### config.mk
export PLATFORM = sky130hd
export DESIGN_NAME = multiplicacao_5por4_seq
export DESIGN_NICKNAME = d
export VERILOG_FILES = /design/src/rtl/multiplicacao_5por4_seq.sv
export SDC_FILE = /design/constraint.sdc
export NUM_CORES = 1
export LEC_CHECK = 0
export CAP_MARGIN = 30
export CELL_PAD_IN_SITES_DETAIL_PLACEMENT = 1
export CELL_PAD_IN_SITES_GLOBAL_PLACEMENT = 1
export CORE_UTILIZATION = 48
export DETAILED_ROUTE_END_ITERATION = 12
export DONT_BUFFER_PORTS = 1
export PLACE_DENSITY_LB_ADDON = 0.1
export RECOVER_POWER = 25
export SLEW_MARGIN = 10
export SYNTH_ARGS = -nofsm -noshare
export SYNTH_HDL_FRONTEND = slang
export SYNTH_SLANG_ARGS = --single-unit
### constraint.sdc
create_clock -name clk -period 3.4 [get_ports clk]
set_input_delay 0.17 -clock clk [delete_from_list [all_inputs] [get_ports clk]]
set_output_delay 0.17 -clock clk [all_outputs]
set_load 0.02 [all_outputs]
### src/rtl/multiplicacao_5por4_seq.sv
// Sequential 5x4 unsigned shift-and-add multiplier with a three-state control FSM.
// Latency: done pulses 4 edges after the start edge; one result per 6 cycles back-to-back.
// Backpressure: start is ignored while busy; results hold until the next completion edge.
module multiplicacao_5por4_seq (
  input  logic       clk,
  input  logic       rst_n,
  input  logic       start,
  input  logic [4:0] a,
  input  logic [3:0] b,
  output logic       busy,
  output logic       done,
  output logic [8:0] p,
  output logic [4:0] s,
  output logic       ovf
);

  typedef enum logic [1:0] {
    IDLE = 2'd0,
    RUN  = 2'd1,
    DONE = 2'd2
  } state_t;

  state_t      state, state_nxt;
  logic [4:0]  a_q;
  logic [3:0]  b_q;
  logic [8:0]  acc;
  logic [1:0]  cnt;
  logic [8:0]  p_q;
  logic [8:0]  addend;
  logic [8:0]  acc_nxt;
  logic        accept;
  logic        last_iter;

  // Partial product for the current multiplier bit; 9 bits holds 31*15 so no carry is lost.
  always_comb begin
    addend    = b_q[cnt] ? ({4'b0000, a_q} << cnt) : 9'd0;
    acc_nxt   = acc + addend;
    accept    = (state == IDLE) && start;
    last_iter = (state == RUN) && (cnt == 2'd3);
  end

  // State register.
  always_ff @(posedge clk or negedge rst_n) begin
    if (!rst_n) begin
      state <= IDLE;
    end else begin
      state <= state_nxt;
    end
  end

  // Next-state and status outputs; DONE lasts exactly one cycle.
  always_comb begin
    state_nxt = state;
    busy      = 1'b0;
    done      = 1'b0;
    case (state)
      IDLE: begin
        if (start) state_nxt = RUN;
      end
      RUN: begin
        busy = 1'b1;
        if (cnt == 2'd3) state_nxt = DONE;
      end
      DONE: begin
        busy      = 1'b1;
        done      = 1'b1;
        state_nxt = IDLE;
      end
      default: begin
        state_nxt = IDLE;
      end
    endcase
  end

  // Operand latches, accumulator and iteration counter; all four iterations always run.
  always_ff @(posedge clk or negedge rst_n) begin
    if (!rst_n) begin
      a_q <= 5'd0;
      b_q <= 4'd0;
      acc <= 9'd0;
      cnt <= 2'd0;
    end else if (accept) begin
      a_q <= a;
      b_q <= b;
      acc <= 9'd0;
      cnt <= 2'd0;
    end else if (state == RUN) begin
      acc <= acc_nxt;
      // Counter saturates at 3 so it can never wrap inside an operation.
      if (cnt != 2'd3) cnt <= cnt + 2'd1;
    end
  end

  // Result register only updates on the final iteration, hiding intermediate sums.
  always_ff @(posedge clk or negedge rst_n) begin
    if (!rst_n) begin
      p_q <= 9'd0;
    end else if (last_iter) begin
      p_q <= acc_nxt;
    end
  end

  assign p   = p_q;
  assign s   = p_q[4:0];
  assign ovf = |p_q[8:5];

endmodule

==> results.txt, run 1 <==
Slew Limit Headroom: -0.139
Commonest non-fill, non-tap cell in the layout: nand2_1
Total grt overflow: 0
Die height: 65.6 µm
Fin crit share: 0.850
Final hold slack: 0.00435 ns
Setup Fix Bufs, Post-CTS: 0
Post-synthesis compound-gate area fraction: 0.151
Hold path startpoint: a[1]
Area of the core: 3770 µm²
Critical Path Start: cnt[0]
Core Rows: 22
Xor/xnor share of the synthesized area: 0.0180
Area share of and/or/nand/nor cells after synthesis: 0.228
Setup Crit Path Kind: reg -> reg
Mean Syn Cell Area: 9.29 µm²
Count of cell types in the netlist: 42
Critical path arrival: 3.05 ns
FMAX: 346 MHz
Synth-to-Final Area Change: 6.83%
Setup TNS: 0 ns
Violated checks: capacitance limit, slew limit
Vias per cell: 5.82
N_diodes: 0
Count of pins over their slew limit: 32
CTS Buffer Depth: 2
Final setup vio count: 0
Largest net degree at the start of global routing: 32
Fin area: 2070 µm²
Die width: 65.6 µm
PostCTS Resize Cnt: 0
DRT Pass-1 Iters: 4
Status: finished, violations left
Commonest cells after routing, fill and taps aside: nand2_1, dfrtp_1, o21ai_0, ha_1, a21oi_1
Tot Pwr: 1.95 mW
Synth Net Count: 235
Top FF cell, synth: dfrtp_1
Nets@finish: 235
Leak pwr: 1.04 nW
Peak VDD IR: 0.476 mV
Total CTS buffers: 5
Routed WL per cell: 17.1 µm
Gp weighted congestion: 0.815
Crit path launch type: flip-flop
Hold Path Class: in -> reg
Post-synthesis sequential area ratio: 0.399
Total wire length: 4420 µm
DPL Wire Length: 3260 µm
Share of cells above drive strength 1: 0.0810
Final Hold Vio Count: 0
Tmin final: 2.89 ns
Number of synthesized flops with an enable pin: 0
Final WS setup: 0.511 ns
Syn Std Cell Area: 1940 µm²
Yosys Warn Count: 0
Iter 0 DRT Violations: 64
CTS tree: built
Latest clock arrival within the worst-skew pair: 0.28 ns
DIE AREA: 4300 µm²
Post-DP Area: 1940 µm²
Worst path required time: 3.56 ns
Pre-CTS setup slack: 0.513 ns
Root Buffer: clkbuf_8
H-tree lvl count: 2
Ranking of synthesized cells by area: dfrtp_1, ha_1, nand2_1
Ports: 29
Syn Inst Count: 209
Routed vias: 1502
Clock sink total: 31
Clk slew on worst S/H paths: 0.06 ns
Tot GR Track Use: 0.232
Synth top area share: 0.399
Initial Utilization: 0.515
Crit path capture type: flip-flop
Antenna violations before repair: 0
Largest family of logic cells by synthesized area: simple AND/OR/NAND/NOR gates
Worst Path Max Fanout: 15
Max-cap violations: 1
Critical R2R Launch: cnt[0]
Area leader, netlist: dfrtp_1
First-pass GRT wire length: 7460 µm
PortBufs: 0
Vias in the first global route: 1573
Async SR Flop Fraction: 1.00
Remaining DRCs: 0
Post-synthesis mux area share: 0.0651
#FFs+latches synth: 31
ANT nets after route: 0
Worst-margin pin slew: 1.71 ns
RSZ-0062 raised after global routing: false
Power density over the cells: 941 nW/µm²
Post-Synth Adder-Cell Area: 0.0941
Skew final: 0.00576 ns
-- synth_stat cells, types with 2 or more instances --
library cell  count
nand2_1          41
dfrtp_1          31
ha_1             13
o21ai_0          13
a21oi_1          11
nor2_1           10
clkbuf_1          7
mux2i_1           7
nand3_1           6
and2_1            5
buf_4             5
nand3b_1          5
nand2b_1          4
nor2b_1           4
xnor2_1           4
a211o_1           3
inv_1             3
mux2_2            3
nor3b_1           3
a211oi_1          2
a21o_1            2
a31oi_1           2
a41o_1            2
and3_1            2
buf_2             2
o211ai_1          2
or4_1             2
-- critical path, cell delays in order (launching register included) --
cell and delay, ns:
dfrtp_1 0.67, mux4_2 0.61, and2_1 0.16, ha_1 0.34, a211oi_1 0.30, o211ai_1 0.21, and3_1 0.21, a211o_1 0.26
-- cell families after synthesis --
group           after synthesis
simple gates                 88
flops                        31
buf+inv                      17
mux                          11
fa+ha+maj                    14
compound gates               44
xor+xnor                      4
-- cell type report --
| type | count | area [µm²] |
|---|---|---|
| clock buffer | 6 | 72.6 |
| timing repair buffer | 7 | 61.3 |
| tap | 48 | 60.1 |
| sequential | 31 | 776 |
| fill | 424 | 1700 |
| inverter | 3 | 11.3 |
| multi-input combinational | 161 | 1080 |
| clock inverter | 2 | 12.5 |
-- per-layer routing --
metal  part of all wire  global-route usage  vias to the layer above  routed length [µm]
li1                   -                   -                      730                   -
met1               0.45               0.286                      738                2000
met2               0.51               0.405                       26                2240
met3              0.026              0.0521                        8                 114
met4              0.014              0.0652                        0                  61
met5                  0                   0                        -                   0
-- state kept, by name, summed over array words and instances, names as in the netlist --
name and count:
state 2, p 9, acc 9, b_q 4
cnt 2, a_q 5
-- path summary, 6_finish.rpt --
path,to,slack (ns),cells after the start
max,p[8],0.51,7
min,a_q[1],0.004,2
max reg2reg,p[8],0.51,7
min reg2reg,a_q[2],0.51,2
max in group asynchronous,a_q[2],1.53,2
min in group asynchronous,acc[5],0.88,2
-- power breakdown --
part	switching (mW)	total [mW]	internal (mW)
logic	0.532	0.911	0.379
clock network	0.135	0.278	0.143
registers	0.246	0.762	0.517
total	0.913	1.95	1.04
-- metrics by stage --
stage           util  instances
6_report       0.550        258
5_1_grt        0.550        258
4_1_cts        0.554        258
3_5_place_dp   0.513        244
3_3_place_gp   0.513        244
2_1_floorplan      -        209
-- repair_timing --
action	4_1_cts	5_1_grt
hold endpoints to repair	35	0
hold buffers	6	0
setup endpoints to repair	0	0
Power figures use the tool's default switching activity.
==> inputs of run 2 (changes only) <==
- ABC_AREA: not set -> 1
- CORE_UTILIZATION: 48 -> 41
- clock period: 3.4 -> 2.45 ns (I/O delays scaled with it)
==> run 2 against run 1 <==
The run still ends with capacitance limit, slew limit left. Utilization decreased by 7.0 points. Register-to-register slack got worse by 0.29 ns. Synthesized area decreased by 3.1%. Clock power increased by 43%. Design area increased by 1.5%. Synthesized cell count increased by 19%. Critical path type unchanged.
==> results.txt, run 2 <==
Status: finished, violations left (unchanged)
Violated checks: capacitance limit, slew limit (unchanged)
Crit path cell chain: buf_4 > mux2i_2 > nor2_1 > o21ai_0 > inv_1 > ha_1 > or2_1 > nand3_1 > nand3_1 > nand3_1 > nand2_1 (was mux4_2 > and2_1 > ha_1 > a211oi_1 > o211ai_1 > and3_1 > a211o_1)
Setup Fix Bufs, Post-CTS: 0 (unchanged)
Share of cells above drive strength 1: 0.0805 (was 0.0810)
Cell internal pwr: 1.36 mW (was 1.04 mW)
Slowest CP cell: dfrtp_1 (unchanged)
Slew Limit Headroom: -0.131 (was -0.139)
Initial Utilization: 0.429 (was 0.515)
Peak VDD IR: 0.464 mV (was 0.476 mV)
Leak pwr: 1.19 nW (was 1.04 nW)
Latest clock arrival within the worst-skew pair: 0.29 ns (was 0.28 ns)
Vias in the first global route: 1628 (was 1573)
Mean Syn Cell Area: 7.59 µm² (was 9.29 µm²)
#FFs+latches synth: 31 (unchanged)
Vias per cell: 5.15 (was 5.82)
Critical R2R Launch: cnt[0] (unchanged)
Count of cell types in the netlist: 27 (was 42)
Area leader, netlist: dfrtp_1 (unchanged)
Ranking of synthesized cells by area: dfrtp_1, nand2_1, ha_1 (was dfrtp_1, ha_1, nand2_1)
Most frequent cell after synthesis: nand2_1 (unchanged)
Routed vias: 1613 (was 1502)
Commonest cells after routing, fill and taps aside: nand2_1, dfrtp_1, inv_1 (was nand2_1, dfrtp_1, o21ai_0, ha_1, a21oi_1)
Hold Path Class: in -> reg (unchanged)
Synth Net Count: 274 (was 235)
Die width: 69.7 µm (was 65.6 µm)
Final Core Density: 0.480 (was 0.550)
Antenna violations before repair: 0 (unchanged)
Tot GR Track Use: 0.207 (was 0.232)
Post-synthesis sequential area ratio: 0.412 (was 0.399)
Switch share: 0.483 (was 0.468)
Clk pwr share: 0.152 (was 0.143)
DIE AREA: 4860 µm² (was 4300 µm²)
PortBufs: 0 (unchanged)
Min-Delay Path Depth: 3 (was 2)
Gp weighted congestion: 0.770 (was 0.815)
Hold path startpoint: start (was a[1])
Total CTS buffers: 5 (unchanged)
Power density over the cells: 1250 nW/µm² (was 941 nW/µm²)
Most frequent CP cell: nand3_1
Synth top area share: 0.412 (was 0.399)
Count of pins over their slew limit: 32 (unchanged)
H-tree lvl count: 2 (unchanged)
Reg2Reg Depth: 11 (was 7)
Root Buffer: clkbuf_8 (unchanged)
Total wire length: 4570 µm (was 4420 µm)
Final Hold Vio Count: 0 (unchanged)
Worst Hold End: state[0] (was a_q[1])
Setup Crit Path Kind: reg -> reg (unchanged)
RSZ-0062 raised after global routing: false (unchanged)
Iter 0 DRT Violations: 57 (was 64)
Skew final: 0.00839 ns (was 0.00576 ns)
ANT nets after route: 0 (unchanged)
Crit path largest cell delay: 0.41 ns (was 0.67 ns)
Register area: 776 µm² (unchanged)
Top FF cell, synth: dfrtp_1 (unchanged)
DPL Wire Length: 3170 µm (was 3260 µm)
Syn Std Cell Area: 1880 µm² (was 1940 µm²)
Flop pwr share: 0.367 (was 0.391)
Number of synthesized flops with an enable pin: 0 (unchanged)
Die height: 69.7 µm (was 65.6 µm)
First-pass GRT wire length: 7750 µm (was 7460 µm)
Area of the multi-input gates: 952 µm² (was 1080 µm²)
Synth-to-Final Area Change: 11.9% (was 6.83%)
DRT Pass-1 Iters: 4 (unchanged)
DP Cell Count: 294 (was 244)
Area of the core: 4380 µm² (was 3770 µm²)
Final setup vio count: 0 (unchanged)
Synth top cells by count: nand2_1, dfrtp_1, inv_1 (was nand2_1, dfrtp_1, ha_1, o21ai_0, a21oi_1)
Fin crit share: 0.910 (was 0.850)
Syn Inst Count: 248 (was 209)
N_diodes: 0 (unchanged)
FMAX: 449 MHz (was 346 MHz)
Layout filler cell count: 562 (was 424)
Worst-margin pin slew: 1.70 ns (was 1.71 ns)
Clk slew on worst S/H paths: 0.07 ns (was 0.06 ns)
Crit path launch type: flip-flop (unchanged)
NetSw: 1.27 mW (was 0.913 mW)
Total grt overflow: 0 (unchanged)
Setup TNS: 0 ns (unchanged)
Async SR Flop Fraction: 1.00 (unchanged)
CTS Buffer Depth: 2 (unchanged)
Critical path arrival: 2.41 ns (was 3.05 ns)
Worst path required time: 2.63 ns (was 3.56 ns)
Tmin final: 2.23 ns (was 2.89 ns)
Clock sink total: 31 (unchanged)
Core Rows: 24 (was 22)
Crit Reg-Reg Endpoint: acc[8] (was p[8])
Ports: 29 (unchanged)
Remaining DRCs: 0 (unchanged)
Crit path capture type: flip-flop (unchanged)
Comb pwr share: 0.482 (was 0.467)
Nets@finish: 286 (was 235)
Reg2Reg Setup Slack: 0.22 ns (was 0.51 ns)
CTS tree: built (unchanged)
Yosys Warn Count: 0 (unchanged)
Final cell count without fillers: 313 (was 258)
Worst Path Max Fanout: 10 (was 15)
Largest net degree at the start of global routing: 32 (unchanged)
Commonest non-fill, non-tap cell in the layout: nand2_1 (unchanged)
Max-cap violations: 1 (unchanged)
Routed WL per cell: 14.6 µm (was 17.1 µm)
==> run 2: worst max-delay path: cells and delay by family, from the launching register on <==
kind | cells | cell delay (ns)
mux | 1 | 0.26
flops | 1 | 0.41
compound gates | 1 | 0.16
buf+inv | 2 | 0.26
simple gates | 6 | 0.72
fa+ha+maj | 1 | 0.32
==> run 2: logic make-up after synthesis <==
group / synth area share
AND/OR/NAND/NOR: 0.309
buffers and inverters: 0.0904
flip-flops: 0.412
AO/OA/AOI/OAI: 0.0818
adder cells (fa/ha/maj): 0.0971
XOR/XNOR: 0.00466
multiplexers: 0.00532
==> run 2: cell type report <==
| cell class | count | area share |
|---|---|---|
| multi-input combinational | 179 | 0.452 |
| clock buffer | 7 | 0.0362 |
| tap | 52 | 0.0309 |
| inverter | 30 | 0.0535 |
| timing repair buffer | 13 | 0.0564 |
| clock inverter | 1 | 0.00238 |
| sequential | 31 | 0.368 |
==> run 2: repair_timing <==
| action | 4_1_cts | 5_1_grt |
|---|---|---|
| resized for setup | 0 | 4 |
| setup endpoints to repair | 0 | 8 |
| hold buffers | 11 | 0 |
| hold endpoints to repair | 40 | 0 |
==> run 2: routing by layer <==
metal	routed length, µm	GRT usage
met3	151	0.0407
met4	74	0.0800
met1	2190	0.260
met5	0	0
met2	2160	0.351
==> run 2: through the flow <==
stage	hold slack, ns	instance area, µm²	total power, mW	worst slack, ns
finish	0.0525	2110	2.63	0.221
global route	0.0593	2110	2.86	0.00467
floorplan	-0.173	1880	1.94	0.467
CTS	0.0510	2110	2.61	0.195
detailed placement	-0.172	1900	2.17	0.224
global placement	-0.172	1900	2.13	0.294
==> run 2: power groups by stage <==
stage,Sequential (mW),Clock [mW],Combinational (mW)
4_1_cts,0.956,0.409,1.25
5_1_grt,0.989,0.425,1.44
2_1_floorplan,0.875,0,1.06
6_report,0.963,0.398,1.27
3_3_place_gp,0.956,0,1.18
3_5_place_dp,0.961,0,1.21
==> run 2: worst max-delay path by stage <==
stage / startpoint / end
global placement: cnt[1] / p[6]
floorplan: cnt[0] / acc[8]
global route: cnt[0] / acc[8]
detailed placement: cnt[0] / acc[8]
CTS: cnt[0] / acc[5]
finish: cnt[0] / acc[8]
